<file path="config.mk">
export PLATFORM = sky130hd
export DESIGN_NAME = spi_reg_slave
export DESIGN_NICKNAME = d
export VERILOG_FILES = /design/src/rtl/spi_reg_slave.sv
export SDC_FILE = /design/constraint.sdc
export NUM_CORES = 1
export LEC_CHECK = 0
export ABC_AREA = 1
export ABC_CLOCK_PERIOD_IN_PS = 3400
export BUFFER_PORTS_ARGS = -buffer_cell sky130_fd_sc_hd__buf_2
export CORE_MARGIN = 2
export CORE_UTILIZATION = 25
export CTS_BUF_LIST = sky130_fd_sc_hd__clkbuf_4
export DETAILED_ROUTE_END_ITERATION = 6
export GPL_ROUTABILITY_DRIVEN = 0
export PLACE_DENSITY_LB_ADDON = 0.12
export SYNTH_ARGS = -nofsm -noshare
export SYNTH_HDL_FRONTEND = slang
export SYNTH_SLANG_ARGS = --single-unit
export TNS_END_PERCENT = 10
</file>
<file path="constraint.sdc">
create_clock -name CLK -period 3.4 [get_ports CLK]
set_clock_uncertainty 0.1 [all_clocks]
set_input_delay 0.17 -clock CLK [delete_from_list [all_inputs] [get_ports CLK]]
set_output_delay 0.17 -clock CLK [all_outputs]
set_load 0.005 [all_outputs]
</file>
<file path="src/rtl/spi_reg_slave.sv">
// spi_reg_slave
// SPI-to-register-bank front end. Receives 16-bit frames (R/W, 7-bit address,
// 8-bit data; MSB first). Synchronizes them into the CLK domain and issues a
// one-cycle write strobe with address and data. An optional readback path
// shifts RD_DATA out on SDO during the data phase of a read frame.
//
// Build option: define SPI_READBACK_EN to enable the readback path.
// Without it, RD_STB and SDO are tied low and RD_DATA is ignored.
//
// Parameters:
//   SYNC_STAGES  depth of the SCLK/SEN/SDI synchronizers (>= 2)
// Ports:
//   CLK      in   system clock, rising edge
//   RST      in   asynchronous active-high reset
//   SCLK     in   SPI clock (idle low); SDI sampled on its rising edge
//   SEN      in   SPI enable, active low
//   SDI      in   serial data in, MSB first
//   SDO      out  serial readback data
//   RD_DATA  in   readback value for ADDR, captured while RD_STB is high
//   RD_STB   out  one-cycle readback capture pulse
//   STB      out  one-cycle write strobe
//   ADDR     out  register address of the current/last frame
//   DATA     out  write data of the last completed write frame
module spi_reg_slave #(
  parameter int SYNC_STAGES = 2
) (
  input  logic       CLK,
  input  logic       RST,
  input  logic       SCLK,
  input  logic       SEN,
  input  logic       SDI,
  output logic       SDO,
  input  logic [7:0] RD_DATA,
  output logic       RD_STB,
  output logic       STB,
  output logic [6:0] ADDR,
  output logic [7:0] DATA
);

  typedef enum logic [1:0] {S_IDLE, S_SHIFT, S_DONE, S_WAIT} state_t;

  // All three pins go through identical synchronizer chains so their
  // relative timing is preserved in the CLK domain.
  logic [SYNC_STAGES-1:0] sclk_sync_reg, sen_sync_reg, sdi_sync_reg;
  logic                   sclk_s, sen_s, sdi_s;
  logic                   sclk_prev_reg, rise_reg, fall_reg;

  state_t      state_reg, state_next;
  logic [4:0]  cnt_reg, cnt_next;
  logic [15:0] shift_reg, shift_next;
  logic [7:0]  sdo_shift_reg, sdo_shift_next;
  logic [6:0]  addr_reg, addr_next;
  logic [7:0]  data_reg, data_next;
  logic        stb_reg, stb_next;
  logic        rd_stb_reg, rd_stb_next;
  // Cleared by reset, set once SEN is seen high. Keeps a frame that was
  // already in progress at reset release from being decoded.
  logic        armed_reg;

  assign sclk_s = sclk_sync_reg[SYNC_STAGES-1];
  assign sen_s  = sen_sync_reg[SYNC_STAGES-1];
  assign sdi_s  = sdi_sync_reg[SYNC_STAGES-1];

  always_ff @(posedge CLK or posedge RST) begin
    if (RST) begin
      sclk_sync_reg <= '0;
      sen_sync_reg  <= '0;
      sdi_sync_reg  <= '0;
      sclk_prev_reg <= 1'b0;
      rise_reg      <= 1'b0;
      fall_reg      <= 1'b0;
    end else begin
      sclk_sync_reg <= {sclk_sync_reg[SYNC_STAGES-2:0], SCLK};
      sen_sync_reg  <= {sen_sync_reg[SYNC_STAGES-2:0], SEN};
      sdi_sync_reg  <= {sdi_sync_reg[SYNC_STAGES-2:0], SDI};
      sclk_prev_reg <= sclk_s;
      // Registered edge pulses: SYNC_STAGES+1 CLK after the pin edge.
      rise_reg      <= sclk_s & ~sclk_prev_reg;
      fall_reg      <= ~sclk_s & sclk_prev_reg;
    end
  end

  always_ff @(posedge CLK or posedge RST) begin
    if (RST) begin
      state_reg     <= S_IDLE;
      cnt_reg       <= '0;
      shift_reg     <= '0;
      sdo_shift_reg <= '0;
      addr_reg      <= '0;
      data_reg      <= '0;
      stb_reg       <= 1'b0;
      rd_stb_reg    <= 1'b0;
      armed_reg     <= 1'b0;
    end else begin
      state_reg     <= state_next;
      cnt_reg       <= cnt_next;
      shift_reg     <= shift_next;
      sdo_shift_reg <= sdo_shift_next;
      addr_reg      <= addr_next;
      data_reg      <= data_next;
      stb_reg       <= stb_next;
      rd_stb_reg    <= rd_stb_next;
      armed_reg     <= armed_reg | sen_s;
    end
  end

  always_comb begin
    state_next     = state_reg;
    cnt_next       = cnt_reg;
    shift_next     = shift_reg;
    sdo_shift_next = sdo_shift_reg;
    addr_next      = addr_reg;
    data_next      = data_reg;
    stb_next       = 1'b0;
    rd_stb_next    = 1'b0;

    case (state_reg)
      S_IDLE: begin
        cnt_next       = '0;
        shift_next     = '0;
        sdo_shift_next = '0;
        if (armed_reg && !sen_s) state_next = S_SHIFT;
      end

      S_SHIFT: begin
        if (sen_s) begin
          // Frame aborted before 16 bits: drop it without a strobe.
          state_next     = S_IDLE;
          cnt_next       = '0;
          sdo_shift_next = '0;
        end else begin
          if (rise_reg) begin
            shift_next = {shift_reg[14:0], sdi_s};
            cnt_next   = cnt_reg + 5'd1;
            if (cnt_next == 5'd8) begin
              // Header complete: shift_next[7] is R/W, [6:0] the address.
              addr_next = shift_next[6:0];
`ifdef SPI_READBACK_EN
              rd_stb_next = shift_next[7];
`endif
            end
            if (cnt_next == 5'd16) begin
              state_next     = S_DONE;
              sdo_shift_next = '0;
              if (!shift_next[15]) begin
                stb_next  = 1'b1;
                addr_next = shift_next[14:8];
                data_next = shift_next[7:0];
              end
            end
          end else if (fall_reg && cnt_reg >= 5'd9 && cnt_reg <= 5'd15) begin
            sdo_shift_next = {sdo_shift_reg[6:0], 1'b0};
          end
`ifdef SPI_READBACK_EN
          if (rd_stb_reg) sdo_shift_next = RD_DATA;
`endif
        end
      end

      S_DONE: state_next = S_WAIT;

      S_WAIT: if (sen_s) state_next = S_IDLE;

      default: state_next = S_IDLE;
    endcase
  end

`ifndef SPI_READBACK_EN
  logic unused_rd_data;
  assign unused_rd_data = ^RD_DATA;
`endif

  assign SDO    = sdo_shift_reg[7];
  assign RD_STB = rd_stb_reg;
  assign STB    = stb_reg;
  assign ADDR   = addr_reg;
  assign DATA   = data_reg;

endmodule
</file>
Yosys cells after proc, flatten, opt, wreduce, memory -nomap -nowiden
Cells that the tools add are included.
Storage, ports and cells
  register bits: 56
  latch bits: 0
  memory bits (writable): 0
  ROM bits: 0
  input port bits: 13
  output and inout bits: 18
  logic and storage cells: 74
  memories kept: 0
Cells by class
  add/sub/neg operators: 1
  multipliers: 0
  divide/modulo/power cells: 0
  $lt $le $gt $ge: 2
  eq/ne operators: 13
  shift operators: 0
  mux-type cells: 25
  bitwise gates (word level): 7
  reductions and logical operators: 12
Operator list (count)
  two-way mux 8 bit: 4
  two-way mux 15 bit: 2
  one-hot mux 15 bit (2 select lines): 1
  two-way mux 7 bit: 3
  one-hot mux 8 bit (2 select lines): 1
  two-way mux 2 bit: 5
  two-way mux 5 bit: 2
  one-hot mux 5 bit (2 select lines): 1
  AND reduction 3 bit: 3
  != test 2 bit (second input constant): 4
  != test 4 bit (second input constant): 2
  one-hot mux 2 bit (4 select lines): 1
  != test 3 bit (second input constant): 2
  adder 5 x 1 -> 5 bit (second input constant): 1
  equality test 5 x 4 -> 1 bit (second input constant): 1
  equality test 5 bit (second input constant): 1
  greater-or-equal comparator 5 x 4 -> 1 bit (second input constant): 1
  <= comparator 5 x 4 -> 1 bit (second input constant): 1
  two-way mux 1 bit: 5
  AND reduction 5 bit: 1
  equality test 2 bit (second input constant): 2
  NOT 1 bit: 4
  AND reduction 4 bit: 1
  logical AND 1 bit: 3
  7 further kinds: 8

Longest topological paths before layout
Gate-level depths: netlist of the first run.
  word-level depth: 7
  gate-level depth with buffers: 10

Least setup slack after synthesis of the first run
OpenSTA, ideal clock, no wires.
  path type: register to register
  start: reg cnt_reg[0]
  end: reg data_reg[3], in the netlist DATA[3]
  setup time: 0.120 ns
  arrival time: 1.426 ns
  required time: 3.180 ns
  path slack: 1.754 ns
  cell stages (with the launch flop): 9
  path buffers: 1
  period minus slack after synthesis: 1.646 ns
  cell sequence: dfrtp_1 > ha_1 > nand2_1 > nand3_2 > nor2_4 > nand3_4 > buf_6 > o21ai_1 > nand2_1
Between the ends
  word-level cells in the longest chain between the ends: 3
RTL lines
  start: declaration: line 49  | logic [4:0] cnt_reg, cnt_next;
  start signal: assignment: line 96  | cnt_reg <= cnt_next;
  adder 5 x 1 -> 5 bit: line 134  | cnt_next = cnt_reg + 5'd1;
  equality test 5 bit: line 142  | if (cnt_next == 5'd16) begin
  AND reduction 5 bit (no line)
  end signal: assignment: line 100  | data_reg <= data_next;
  end: declaration: line 53  | logic [7:0] data_reg, data_next;
No other way between the ends.
A chain may end at the register's enable or synchronous reset.

Worst setup path after layout of the first run
  start: reg cnt_reg[0]
  end: reg addr_reg[5], in the netlist ADDR[5]
Between the ends
  word-level cells in the longest chain between the ends: 5
  elaborated cells on any way between the ends: 6
  classes of those cells: add/sub (1); eq/ne (2); mux (3)
RTL lines
  adder 5 x 1 -> 5 bit (*): line 134
  equality test 5 x 4 -> 1 bit: line 135  | if (cnt_next == 5'd8) begin
  two-way mux 7 bit: line 135
  two-way mux 7 bit: line 145  | if (!shift_next[15]) begin
  two-way mux 7 bit (*): line 142
  end signal: assignment: line 99  | addr_reg <= addr_next;
  end: declaration: line 52  | logic [6:0] addr_reg, addr_next;
Every way passes the cells marked *; elsewhere a longest branch is shown, timed or not.

==> impl_metrics.yaml, run 1 <==
yosys:
  ys_warn_count: 0
  synth_enable_flop_cells: 0
  yosysTopAreaCell: "dfrtp_1"
  yosys.cell_types.count: 26
  synth.area.top_cells: "dfrtp_1 (57%), nand2_1 (14%), inv_1 (5.1%), nand3_1 (4.4%), o22ai_1 (3.0%)"
  synth-seq-cells: 47
  ys.flop_type: "dfrtp_1"
  synth_area_um2: 2060
  synthArstFlopShare: 1.00
  synth_most_common_cell: "nand2_1"
  netlist.area_leader.share: 0.570
  syn_area_per_cell_um2: 8.75
  synth_cells: 236
  yosys-top-cells-count: "nand2_1 (76), dfrtp_1 (47), inv_1 (28), nand3_1 (18), o21ai_0 (12)"
  yosysSeqAreaShare: 0.570
global_route:
  grtUsageTotal: 0.109
  grt_pass1_vias: 1529
  antenna_found_initial: 0
  grt_pass1_wl_mm: 7.51
  grt-ovfl-total: 0
  grt_max_degree: 48
drt:
  remaining_drc_errors: 0
  vias: 1572
  drtAntennaViolNets: 0
  firstDrtPassIters: 4
  wirelength_mm: 4.55
  drt_iter0_drc: 28
  vias_per_cell: 4.27
  wl_per_cell_um: 12.4
flow_run:
  maxCapViolCount: 0
sta:
  finalCriticalPeriod_ns: 2.09
  final-setup-viol-count: 0
  rsz0062_at_grt: "false"
  slew_viol_final: 0
  tightest_slew_ns: 1.00
  hold_viol_final: 0
  slew_headroom: 0.330
  fmax_mhz: 478
  period_share: 0.615
  fin_setup_tns_ns: 0
setup_path:
  r2r_slack_ns: 1.31
  reg2reg_from: "cnt_reg[0]"
  critPathArrivalTime_ns: 2.24
  path_max_fanout: 17
  reg2regPathDepth: 10
  regToRegEndpoint: "ADDR[5]"
  cp-end-kind: "register"
  critPathLaunchType: "register"
  required_ns: 3.55
  crit_type: "reg2reg"
floorplan:
  die_h_um: 94.9
  core_um2: 8090
  pin_count: 31
  start_util: 0.255
  die_w_um: 94.9
  rows: 33
  die_area_um2: 9000
placement:
  dp_hpwl_mm: 2.94
  io_buffers: 20
  post-place-cells: 357
cts:
  cts_tree: "done"
  clkTransAtPathRegs_ns: 0.14
  cts_sinks: 47
  cts.root.buffer_cell: "clkbuf_4"
  cts_buffers: 5
  clkLatencyLatePin_ns: 0.35
  cts_htree_levels: 2
  cts.path.max_buffers: 2
pwr:
  peakVddDrop_mv: 0.162
  power_density_nw_per_um2: 413
  p_leak_uw: 0.00123
worst_hold_path:
  hold_class: "reg2reg"
  min_path_cells: 0
  min_to: "sdi_sync_reg[1]"
  hp-start: "sdi_sync_reg[0]"
layout:
  area_growth_pct: 14.2
  instances_no_fill: 368
  antenna_cells: 0
  fill_cells: 921
  final_nets: 278
  largest_reg_flops: 15
  drive_above_1_share: 0.160
run_status:
  status: "completed"
-- metrics by stage --
stage | power, uW | setup WS (ns) | util | hold WS, ns | area [um2]
finish | 975 | 1.31 | 0.291 | 0.262 | 2360
detailed placement | 732 | 1.32 | 0.281 | 0.180 | 2270
global route | 1040 | 1.07 | 0.291 | 0.277 | 2360
floorplan | 692 | 1.75 | - | 0.101 | 2070
global placement | 733 | 1.32 | 0.281 | 0.178 | 2270
CTS | 999 | 1.27 | 0.291 | 0.266 | 2360
-- how the worst max path moves through the flow --
stage	from	end	slack [ns]	cells past startpoint
5_1_grt	cnt_reg[1]	ADDR[1]	1.07	10
2_1_floorplan	cnt_reg[0]	DATA[3]	1.75	8
6_report	cnt_reg[0]	ADDR[5]	1.31	10
3_5_place_dp	cnt_reg[0]	ADDR[5]	1.32	10
4_1_cts	cnt_reg[0]	ADDR[5]	1.27	10
3_3_place_gp	cnt_reg[0]	ADDR[5]	1.32	10
-- worst max-delay path, stage by stage, from the launching register on --
cell     delay [ns]
dfrtp_1        0.48
ha_1           0.25
inv_1          0.05
nand2_1        0.08
nand3_2        0.12
nor2_4         0.17
nand3_4        0.24
nand2_1        0.28
nand2_1        0.08
nand2_1        0.06
nand2_1        0.05
-- where the power goes --
group / switching [uW] / internal, uW
Sequential: 18.5 / 578
Clock: 176 / 73.8
Combinational: 92.8 / 36.0
-- area by class of cell --
class / count / area, um2 / share of cell area
timing repair buffer: 26 / 155 / 0.0658
clock buffer: 5 / 37.5 / 0.0159
clock inverter: 2 / 8.76 / 0.00371
tap: 105 / 131 / 0.0557
inverter: 32 / 120 / 0.0509
multi-input combinational: 151 / 729 / 0.309
sequential: 47 / 1180 / 0.499
-- cell usage in the layout, fill, tap and decap left out --
| master | n |
|---|---|
| nor2_4 | 2 |
| buf_2 | 20 |
| inv_2 | 5 |
| inv_1 | 27 |
| nand3_4 | 1 |
| nand2_1 | 76 |
| dfrtp_1 | 47 |
| ha_1 | 2 |
| clkinv_2 | 1 |
| a21oi_1 | 1 |
| conb_1 | 2 |
| nand2_4 | 1 |
| clkinv_1 | 1 |
| o21ai_2 | 2 |
| clkbuf_4 | 5 |
| buf_4 | 2 |
| o211ai_1 | 1 |
| nand4_1 | 5 |
| o21ai_0 | 12 |
| o22ai_1 | 10 |
| nand2_2 | 1 |
| dlygate4sd3_1 | 4 |
| nor2_2 | 1 |
| nand3_1 | 18 |
| o21ai_1 | 6 |
| nand3_2 | 1 |
| nor2_1 | 9 |
-- routing by layer --
metal  global-route usage  vias up  share of wire
met2                0.175       17           0.46
met3               0.0215        2          0.020
met4               0.0290        0         0.0075
met5                    0        -              0
li1                     -      799              -
met1                0.152      754           0.52
-- what timing repair did --
| item | in CTS | in global routing |
|---|---|---|
| resized for setup | 0 | 0 |
| buffers inserted | 0 | 0 |
| hold buffers | 4 | 0 |
| endpoints found under the hold margin | 50 | 0 |
-- logic make-up (layout without fill, tap and decap cells) --
kind of cell / Yosys count / count (layout) / synth area share
other: 1 / 2 / 0.00182
buffers and inverters: 39 / 65 / 0.0788
adder cells (fa/ha/maj): 2 / 2 / 0.0121
AND/OR/NAND/NOR: 115 / 115 / 0.249
AO/OA/AOI/OAI: 32 / 32 / 0.0885
flip-flops: 47 / 47 / 0.570
Power figures use the tool's default switching activity.
==> run 2: changes to the inputs <==
- ABC_CLOCK_PERIOD_IN_PS: 3400 -> 2100
- clock period: 3.4 -> 2.1 ns (I/O delays scaled with it)
==> run 2 against run 1 <==
  * Non-clock buffer count grew 9
  * Total power is 66% higher
  * Combinational power up 79%
  * Die area unchanged
  * Via count grew 1.6%
==> impl_metrics.yaml, run 2 (synthesis results as in run 1) <==
layout:
  utilization: 0.301
  largest_reg_flops: 15
  final_nets: 287
  instances_no_fill: 378
  layout_commonest_cell: "nand2_1"
  drive_above_1_share: 0.198
  final_cell_mix: "nand2_1 (75), dfrtp_1 (47), inv_1 (27)"
  antenna_cells: 0
  area_growth_pct: 17.9
placement:
  io_buffers: 20
  place_ws_ns: 0.236
  post-place-cells: 366
  dp_hpwl_mm: 3.24
setup_path:
  cp-end-kind: "register"
  path_delay_family: "simple AND/OR/NAND/NOR gates"
  path_max_fanout: 8
  critPathMostFrequentCell: "nand2_1"
  required_ns: 2.26
  critPathBufInv: 2
  critPathArrivalTime_ns: 2.04
  crit_type: "reg2reg"
  critPathSlowestCell: "dfrtp_1"
  path_cells: "ha_1, inv_1, nand2_1, nand3_2, nor2_4, nand3_4, buf_4, o21ai_1, nand2_1"
  slowest_delay_ns: 0.44
  critPathLaunchType: "register"
floorplan:
  rows: 33
  die_w_um: 94.9
  start_util: 0.255
  pin_count: 31
  die_h_um: 94.9
  die_area_um2: 9000
  core_um2: 8090
drt:
  wirelength_mm: 4.49
  firstDrtPassIters: 4
  vias_per_cell: 4.22
  remaining_drc_errors: 0
  vias: 1597
  wl_per_cell_um: 11.9
  drt_iter0_drc: 58
  drtAntennaViolNets: 0
sta:
  slew_viol_final: 0
  fin_setup_tns_ns: 0
  finalCriticalPeriod_ns: 1.89
  hold_viol_final: 0
  rsz0062_at_grt: "false"
  fin_ws_ns: 0.214
  fmax_mhz: 530
  period_share: 0.898
  final-setup-viol-count: 0
global_route:
  grt_pass1_vias: 1562
  grt-ovfl-total: 0
  grt_pass1_wl_mm: 7.76
  antenna_found_initial: 0
  grtUsageTotal: 0.112
  grt_max_degree: 23
cts:
  cts_sinks: 47
  cts.root.buffer_cell: "clkbuf_4"
  clkLatencyLatePin_ns: 0.36
  cts_htree_levels: 2
  clkTransAtPathRegs_ns: 0.15
  cts_setup_buffers: 0
  cts_buffers: 5
  cts.path.max_buffers: 2
  cts_tree: "done"
flow_run:
  maxCapViolCount: 0
pwr:
  p_leak_uw: 0.00128
  power_density_nw_per_um2: 664
  peakVddDrop_mv: 0.275
run_status:
  status: "completed"
worst_hold_path:
  hold_class: "in2async"
[run 2: changes by cell type in the layout (fill, tap and decap cells not counted)]
| cell | previous run | this run |
|---|---|---|
| nand2_2 | 1 | 2 |
| nand2_1 | 76 | 75 |
| clkinv_1 | 1 | 0 |
| buf_4 | 2 | 11 |
| clkinv_2 | 1 | 3 |
[run 2: final cells by class]
| type | count | area (um2) |
|---|---|---|
| Timing Repair Buffer | 35 | 223 |
| Clock inverter | 3 | 15.0 |
| Inverter | 32 | 120 |
| Multi-Input combinational cell | 151 | 732 |
| Fill cell | 911 | 5660 |
| Sequential cell | 47 | 1180 |
| Tap cell | 105 | 131 |
| Clock buffer | 5 | 37.5 |
[run 2: worst paths after layout]
kind                                 start              end  slack, ns  cells past startpoint
max in group asynchronous              RST    shift_reg[13]       1.20                      4
min in group CLK           sen_sync_reg[0]  sen_sync_reg[1]       0.26                      0
max                             cnt_reg[0]          DATA[7]       0.21                      9
max reg2reg                     cnt_reg[0]          DATA[7]       0.21                      9
min reg2reg                sen_sync_reg[0]  sen_sync_reg[1]       0.26                      0
min                                    RST          DATA[0]       0.14                      3
[run 2: per-layer routing]
layer,vias to the layer above,wire (um),track usage
li1,823,-,-
met1,748,2320,0.162
met2,22,2010,0.167
met3,4,111,0.0239
met4,0,53,0.0326
met5,-,0,0
[run 2: stage by stage]
stage	hold slack [ns]	power, uW	cell area (um2)
2_1_floorplan	0.0364	1120	2070
3_3_place_gp	0.00338	1210	2340
3_5_place_dp	0.00567	1210	2340
4_1_cts	0.136	1650	2430
5_1_grt	0.137	1730	2430
6_report	0.137	1620	2430
[run 2: tightest hold or removal path, cell delays in order]
cell	delay (ns)
dlygate4sd3_1	0.53
buf_2	0.12
inv_2	0.27
[run 2: timing repair]
| item | CTS | global route |
|---|---|---|
| gates resized for setup | 0 | 1 |
| hold endpoints to repair | 50 | 0 |
| hold buffers | 4 | 0 |
| setup endpoints to repair | 0 | 4 |
[run 2: power breakdown]
group,internal [uW],switching [uW]
registers,935,24.7
clock network,125,300
logic,75.3,155
